==> src/rtl/aes_mix_pkg.sv <==
// Shared definitions for the forward AES MixColumns engine.
//   - mix_state_e : engine FSM states (IDLE, BUSY, DONE)
//   - NUM_COLS    : columns per AES state (fixed at 4)
//   - COL_W       : bits per column, row 0 in bits [31:24]
//   - AES_POLY    : low byte of the GF(2^8) reduction polynomial 0x11B
//   - xtime/mul2/mul3 : GF(2^8) helpers used by the column transform
package aes_mix_pkg;

   localparam int unsigned NUM_COLS  = 4;
   localparam int unsigned COL_W     = 32;
   localparam int unsigned STATE_W   = NUM_COLS * COL_W;
   localparam int unsigned COL_CNT_W = $clog2(NUM_COLS);
   localparam logic [7:0]  AES_POLY  = 8'h1B;

   typedef enum logic [1:0] {
      IDLE,
      BUSY,
      DONE
   } mix_state_e;

   // Multiply by x modulo x^8+x^4+x^3+x+1; the dropped bit 7 is folded back in.
   function automatic logic [7:0] xtime(input logic [7:0] b);
      return {b[6:0], 1'b0} ^ (b[7] ? AES_POLY : 8'h00);
   endfunction

   function automatic logic [7:0] mul2(input logic [7:0] b);
      return xtime(b);
   endfunction

   function automatic logic [7:0] mul3(input logic [7:0] b);
      return xtime(b) ^ b;
   endfunction

endpackage

==> src/rtl/mix_columns_seq_if.sv <==
// Handshake bundle for mix_columns_seq.
//   in_valid/in_ready/data_in    : upstream state transfer (data_in column 0 = [127:96])
//   out_valid/out_ready/data_out : downstream state transfer, same column layout
//   busy                         : engine is transforming columns
//   bypass                       : only with MIXCOL_BYPASS_EN; skip the transform
// Modports: slave = engine side, master = upstream/downstream side.
interface mix_columns_seq_if;
   import aes_mix_pkg::*;

   logic               in_valid;
   logic               in_ready;
   logic [STATE_W-1:0] data_in;
   logic               out_valid;
   logic               out_ready;
   logic [STATE_W-1:0] data_out;
   logic               busy;
`ifdef MIXCOL_BYPASS_EN
   logic               bypass;

   modport slave (
      input  in_valid,
      input  data_in,
      input  bypass,
      input  out_ready,
      output in_ready,
      output out_valid,
      output data_out,
      output busy
   );

   modport master (
      output in_valid,
      output data_in,
      output bypass,
      output out_ready,
      input  in_ready,
      input  out_valid,
      input  data_out,
      input  busy
   );
`else
   modport slave (
      input  in_valid,
      input  data_in,
      input  out_ready,
      output in_ready,
      output out_valid,
      output data_out,
      output busy
   );

   modport master (
      output in_valid,
      output data_in,
      output out_ready,
      input  in_ready,
      input  out_valid,
      input  data_out,
      input  busy
   );
`endif

endinterface

==> src/rtl/mix_column_fwd.sv <==
// Forward AES MixColumns on a single 32-bit column, purely combinational.
//   col_in  : input column, a0 in bits [31:24] .. a3 in bits [7:0]
//   col_out : transformed column, r0 in bits [31:24] .. r3 in bits [7:0]
// Encrypt-side mirror of the inverse column helper; the coefficient matrix is
// the circulant {2,3,1,1}.
module mix_column_fwd
   import aes_mix_pkg::*;
(
   input  logic [COL_W-1:0] col_in,
   output logic [COL_W-1:0] col_out
);

   logic [7:0] a0, a1, a2, a3;
   logic [7:0] r0, r1, r2, r3;

   assign {a0, a1, a2, a3} = col_in;

   always_comb begin
      r0 = mul2(a0) ^ mul3(a1) ^ a2       ^ a3;
      r1 = a0       ^ mul2(a1) ^ mul3(a2) ^ a3;
      r2 = a0       ^ a1       ^ mul2(a2) ^ mul3(a3);
      r3 = mul3(a0) ^ a1       ^ a2       ^ mul2(a3);
   end

   assign col_out = {r0, r1, r2, r3};

endmodule

==> src/rtl/mix_columns_seq.sv <==
// Sequential forward AES MixColumns engine.
// Accepts one 128-bit state, transforms one column per cycle through a single
// shared mix_column_fwd, then holds the result until the downstream accepts it.
//   clk : rising-edge clock
//   rst : asynchronous, active-high reset
//   bus : mix_columns_seq_if.slave (in/out handshakes, data, busy)
// Optional build macro MIXCOL_BYPASS_EN adds bus.bypass: a state accepted with
// bypass=1 is copied straight to data_out and presented without the transform
// (final AES round).
module mix_columns_seq
   import aes_mix_pkg::*;
(
   input  logic             clk,
   input  logic             rst,
   mix_columns_seq_if.slave bus
);

   localparam logic [COL_CNT_W-1:0] LAST_COL = COL_CNT_W'(NUM_COLS - 1);

   mix_state_e           state_q, state_d;
   logic [COL_CNT_W-1:0] col_q, col_d;
   logic [STATE_W-1:0]   hold_q, hold_d;
   logic [STATE_W-1:0]   dout_q, dout_d;

   logic [COL_W-1:0]     col_in;
   logic [COL_W-1:0]     col_out;

   // Column 0 lives in the top slice, so the slice base counts down with col.
   always_comb begin
      col_in = hold_q[(NUM_COLS - 1 - int'(col_q)) * COL_W +: COL_W];
   end

   mix_column_fwd u_mix_column_fwd (
      .col_in  (col_in),
      .col_out (col_out)
   );

   // Next-state logic.
   always_comb begin
      state_d = state_q;
      col_d   = col_q;
      hold_d  = hold_q;
      dout_d  = dout_q;

      unique case (state_q)
         IDLE: begin
            if (bus.in_valid) begin
               hold_d = bus.data_in;
               col_d  = '0;
`ifdef MIXCOL_BYPASS_EN
               if (bus.bypass) begin
                  dout_d  = bus.data_in;
                  state_d = DONE;
               end else begin
                  state_d = BUSY;
               end
`else
               state_d = BUSY;
`endif
            end
         end

         BUSY: begin
            dout_d[(NUM_COLS - 1 - int'(col_q)) * COL_W +: COL_W] = col_out;
            if (col_q == LAST_COL) begin
               col_d   = '0;
               state_d = DONE;
            end else begin
               col_d = col_q + 1'b1;
            end
         end

         DONE: begin
            if (bus.out_ready) begin
               state_d = IDLE;
            end
         end

         default: begin
            state_d = IDLE;
            col_d   = '0;
         end
      endcase
   end

   always_ff @(posedge clk or posedge rst) begin
      if (rst) begin
         state_q <= IDLE;
         col_q   <= '0;
         hold_q  <= '0;
         dout_q  <= '0;
      end else begin
         state_q <= state_d;
         col_q   <= col_d;
         hold_q  <= hold_d;
         dout_q  <= dout_d;
      end
   end

   // Handshake outputs decode directly from the state register, so reset
   // takes effect on them without waiting for an edge.
   assign bus.in_ready  = (state_q == IDLE);
   assign bus.out_valid = (state_q == DONE);
   assign bus.busy      = (state_q == BUSY);
   assign bus.data_out  = dout_q;

   // A stalled result must not move.
   property p_hold_stable;
      @(posedge clk) disable iff (rst)
         (bus.out_valid && !bus.out_ready) |=> $stable(bus.data_out);
   endproperty
   a_hold_stable: assert property (p_hold_stable);

   property p_ready_excl;
      @(posedge clk) disable iff (rst)
         !(bus.in_ready && bus.out_valid);
   endproperty
   a_ready_excl: assert property (p_ready_excl);

endmodule

==> src/flat_wrapper.sv <==
// flat-port wrapper written by rule: the top's interface ports become plain ports
module mix_columns_seq_flat import aes_mix_pkg::*;
  (clk, rst, bus_in_valid, bus_data_in, bus_out_ready, bus_in_ready, bus_out_valid, bus_data_out, bus_busy);
  mix_columns_seq_if bus_i ();
  input  logic clk;
  input  logic rst;
  input wire logic [$bits(bus_i.in_valid)-1:0] bus_in_valid;
  input wire logic [$bits(bus_i.data_in)-1:0] bus_data_in;
  input wire logic [$bits(bus_i.out_ready)-1:0] bus_out_ready;
  output wire logic [$bits(bus_i.in_ready)-1:0] bus_in_ready;
  output wire logic [$bits(bus_i.out_valid)-1:0] bus_out_valid;
  output wire logic [$bits(bus_i.data_out)-1:0] bus_data_out;
  output wire logic [$bits(bus_i.busy)-1:0] bus_busy;
  assign bus_i.in_valid = bus_in_valid;
  assign bus_i.data_in = bus_data_in;
  assign bus_i.out_ready = bus_out_ready;
  assign bus_in_ready = bus_i.in_ready;
  assign bus_out_valid = bus_i.out_valid;
  assign bus_data_out = bus_i.data_out;
  assign bus_busy = bus_i.busy;
  mix_columns_seq u_core (.clk(clk), .rst(rst), .bus(bus_i));
endmodule
==> config.mk <==
export PLATFORM = sky130hd
export DESIGN_NAME = mix_columns_seq_flat
export DESIGN_NICKNAME = d
export VERILOG_FILES = /design/src/rtl/aes_mix_pkg.sv /design/src/rtl/mix_columns_seq_if.sv /design/src/rtl/mix_column_fwd.sv /design/src/rtl/mix_columns_seq.sv /design/src/flat_wrapper.sv
export SDC_FILE = /design/constraint.sdc
export NUM_CORES = 1
export LEC_CHECK = 0
export CORE_ASPECT_RATIO = 1.75
export CORE_MARGIN = 2
export CORE_UTILIZATION = 50
export DETAILED_ROUTE_END_ITERATION = 16
export DONT_BUFFER_PORTS = 1
export PLACE_DENSITY_LB_ADDON = 0.25
export SLEW_MARGIN = 20
export SYNTH_ARGS = -nofsm -noshare
export SYNTH_HDL_FRONTEND = slang
export SYNTH_HIERARCHICAL = 1
export SYNTH_SLANG_ARGS = --single-unit
==> constraint.sdc <==
create_clock -name clk -period 14.8 [get_ports clk]
set_clock_uncertainty 0.05 [all_clocks]
set_input_delay 4.44 -clock clk [delete_from_list [all_inputs] [get_ports clk]]
set_output_delay 4.44 -clock clk [all_outputs]
set_load 0.03 [all_outputs]
==> impl_metrics.tcl <==
set metrics [dict create \
    yosys_warnings 6 \
    tightest_slew_ns 1.09 \
    first_global_vias 8212 \
    final_common_cell "dfrtp_1" \
    avgSynthCellArea_sq_um 13.3 \
    via_per_inst 6.01 \
    start_util_pct 50.8 \
    cts_setup_buffers 0 \
    post-route-period-util_pct 42.7 \
    critPathKind "input pin to async pin" \
    hpwl_um 23600 \
    relSlewSlack_pct 27.6 \
    synth-simple-area-share_pct 4.64 \
    post_drt_wl_per_cell_um 26.3 \
    yosysTopAreaCell "dfrtp_1" \
    vias 7687 \
    grt_pass1_wl_um 51100 \
    arrival_ns 6.72 \
    portBuffers 0 \
    synth_compound_area_share_pct 12.1 \
    cts_hold_buf 0 \
    synthXorXnorAreaFrac_pct 9.79 \
    fin_setup_tns_ns 0 \
    ant_nets 0 \
    cts_made_buffers 24 \
    nets 1082 \
    synthDistinctLibCells 35 \
    min_period_ns 6.32 \
    dieArea_sq_um 27600 \
    synthMuxAreaShare_pct 16.6 \
    ys_seq_elements 260 \
    crit_fanout 123 \
    cts_tree "yes" \
    globalRouteTotalUtil_pct 24.2 \
    hold_viol_final 0 \
    place_inst 1239 \
    syn_area_sq_um 13100 \
    firstDrtPassIters 5 \
    r2r_slack_ns 11.34 \
    start_kind "input pin" \
    holdWs_ns 0.453 \
    die_y_um 218 \
    clkTransAtPathRegs_ns 0.07 \
    place_congestion 0.807 \
    setup_viol 0 \
    final_cell_count_no_fill 1280 \
    fin_ws_ns 8.48 \
    cts_max_path_buffers 3 \
    use_met3_pct 5.24 \
    status "finished clean" \
    rsz0062_at_grt "false" \
    grt.busiest_layer "met2" \
    drv_cap 0 \
    drv_slew 0 \
    synth-adder-area-share_pct 0.476 \
    synth_top_family_by_area "multiplexers" \
    hp-class "flip-flop to flip-flop" \
    syn_nets 1127 \
    yosysTopAreaCellShare_pct 49.5 \
    post-route-drc-count 0 \
    cts_resized 0 \
    cts_max_level 1 \
    final_layout_size_suffix_gt1_share_pct 29.6 \
    yosysSeqAreaShare_pct 49.5 \
    critPathCaptureType "async pin" \
    core_sq_um 25900 \
    n_fill_cell 2121 \
    fmax_mhz 158 \
    rows 78 \
    use_met1_pct 28.5 \
    antenna_found_initial 1 \
    syn_to_final_growth_pct 7.32 \
    grt_max_degree 124 \
    cts_root_buffer "clkbuf_16" \
    die_w_um 127 \
    io_pins 263 \
    use_met2_pct 43.9 \
    drt_iter0_drc 568 \
    cts_sinks 260 \
    postSynthCellCount 990 \
    final_cell_mix "258 x dfrtp_1, 132 x inv_1, 129 x mux2_2" \
    drt-total-wl_um 33600 \
    synth_area_leaders "dfrtp_1 50%, mux2_2 11%, o32ai_2 7.3%" \
    grt_overflow_total 0 \
    clk-insertion-delay-late_ns 0.54 \
    required_ns 15.20 \
    dpl_worst_slack_ns 7.75 \
]
## registers in the layout (all words and copies together) (netlist names)
signal,cells
u_core/col_q,2
u_core/hold_q,128
u_core/bus.data_out,128
u_core/state_q,2
## path summary, 6_finish.rpt
check / endpoint / depth (start not counted) / from
hold reg to reg: u_core/hold_q[32] / 1 / u_core/hold_q[32]
setup / recovery: u_core/col_q[1] / 3 / rst
hold / removal: u_core/hold_q[32] / 1 / u_core/hold_q[32]
max in group clk: bus_out_valid / 1 / u_core/state_q[1]
min in group asynchronous: u_core/hold_q[90] / 1 / rst
setup reg to reg: u_core/bus.data_out[103] / 6 / u_core/col_q[0]
## logic make-up after synthesis
kind of cell / Yosys count
AOI/OAI and AO/OA: 131
xor gates and xnor gates: 72
adders and majority gates: 5
buffers and inverters: 218
DFF: 260
muxes: 161
and+or+nand+nor: 143
## area by class of cell
cell class | count | area, sq um | share of cell area [%]
multi-input combinational | 512 | 5740 | 40.7
timing repair buffer | 14 | 105 | 0.746
antenna | 1 | 2.50 | 0.0178
sequential | 260 | 6510 | 46.2
clock inverter | 4 | 95.1 | 0.675
inverter | 133 | 507 | 3.60
clock buffer | 36 | 737 | 5.23
tap | 320 | 400 | 2.84
## through the flow
stage,area (sq um),utilization (%)
after CTS,14100,54.5
after global placement,13300,51.3
after detailed placement,13300,51.3
after floorplan,13100,-
final,14100,54.5
after global routing,14100,54.5
## metal layers
layer  share of wire, %  up-vias  routed length, um
li1                   -     3379                  -
met1                 37     4007              12300
met5                  0        -                  0
met4                2.5        0                840
met3                6.6       44               2230
met2                 54      257              18200
## worst max-delay path, stage by stage
cell   delay (ns)
inv_8        0.47
buf_4        0.77
buf_4        0.84
## Yosys cell counts, drive strengths merged
cell / number
dfrtp: 260
inv: 133
mux2: 129
nand2: 126
o32ai: 126
clkbuf: 45
buf: 40
xnor3: 35
mux4: 32
xnor2: 18
xor2: 11
xor3: 8
ha: 5
and3b: 4
nand2b: 3
a32o: 2
nor2: 2
a21o: 1
and4b: 1
nand3b: 1
nand4bb: 1
nor2b: 1
nor3b: 1
o21bai: 1
o22ai: 1
or2: 1
or4b: 1
or4bb: 1
Power is not shown: default switching activity piles up to over one toggle a cycle in this logic, so the estimate is an artifact.
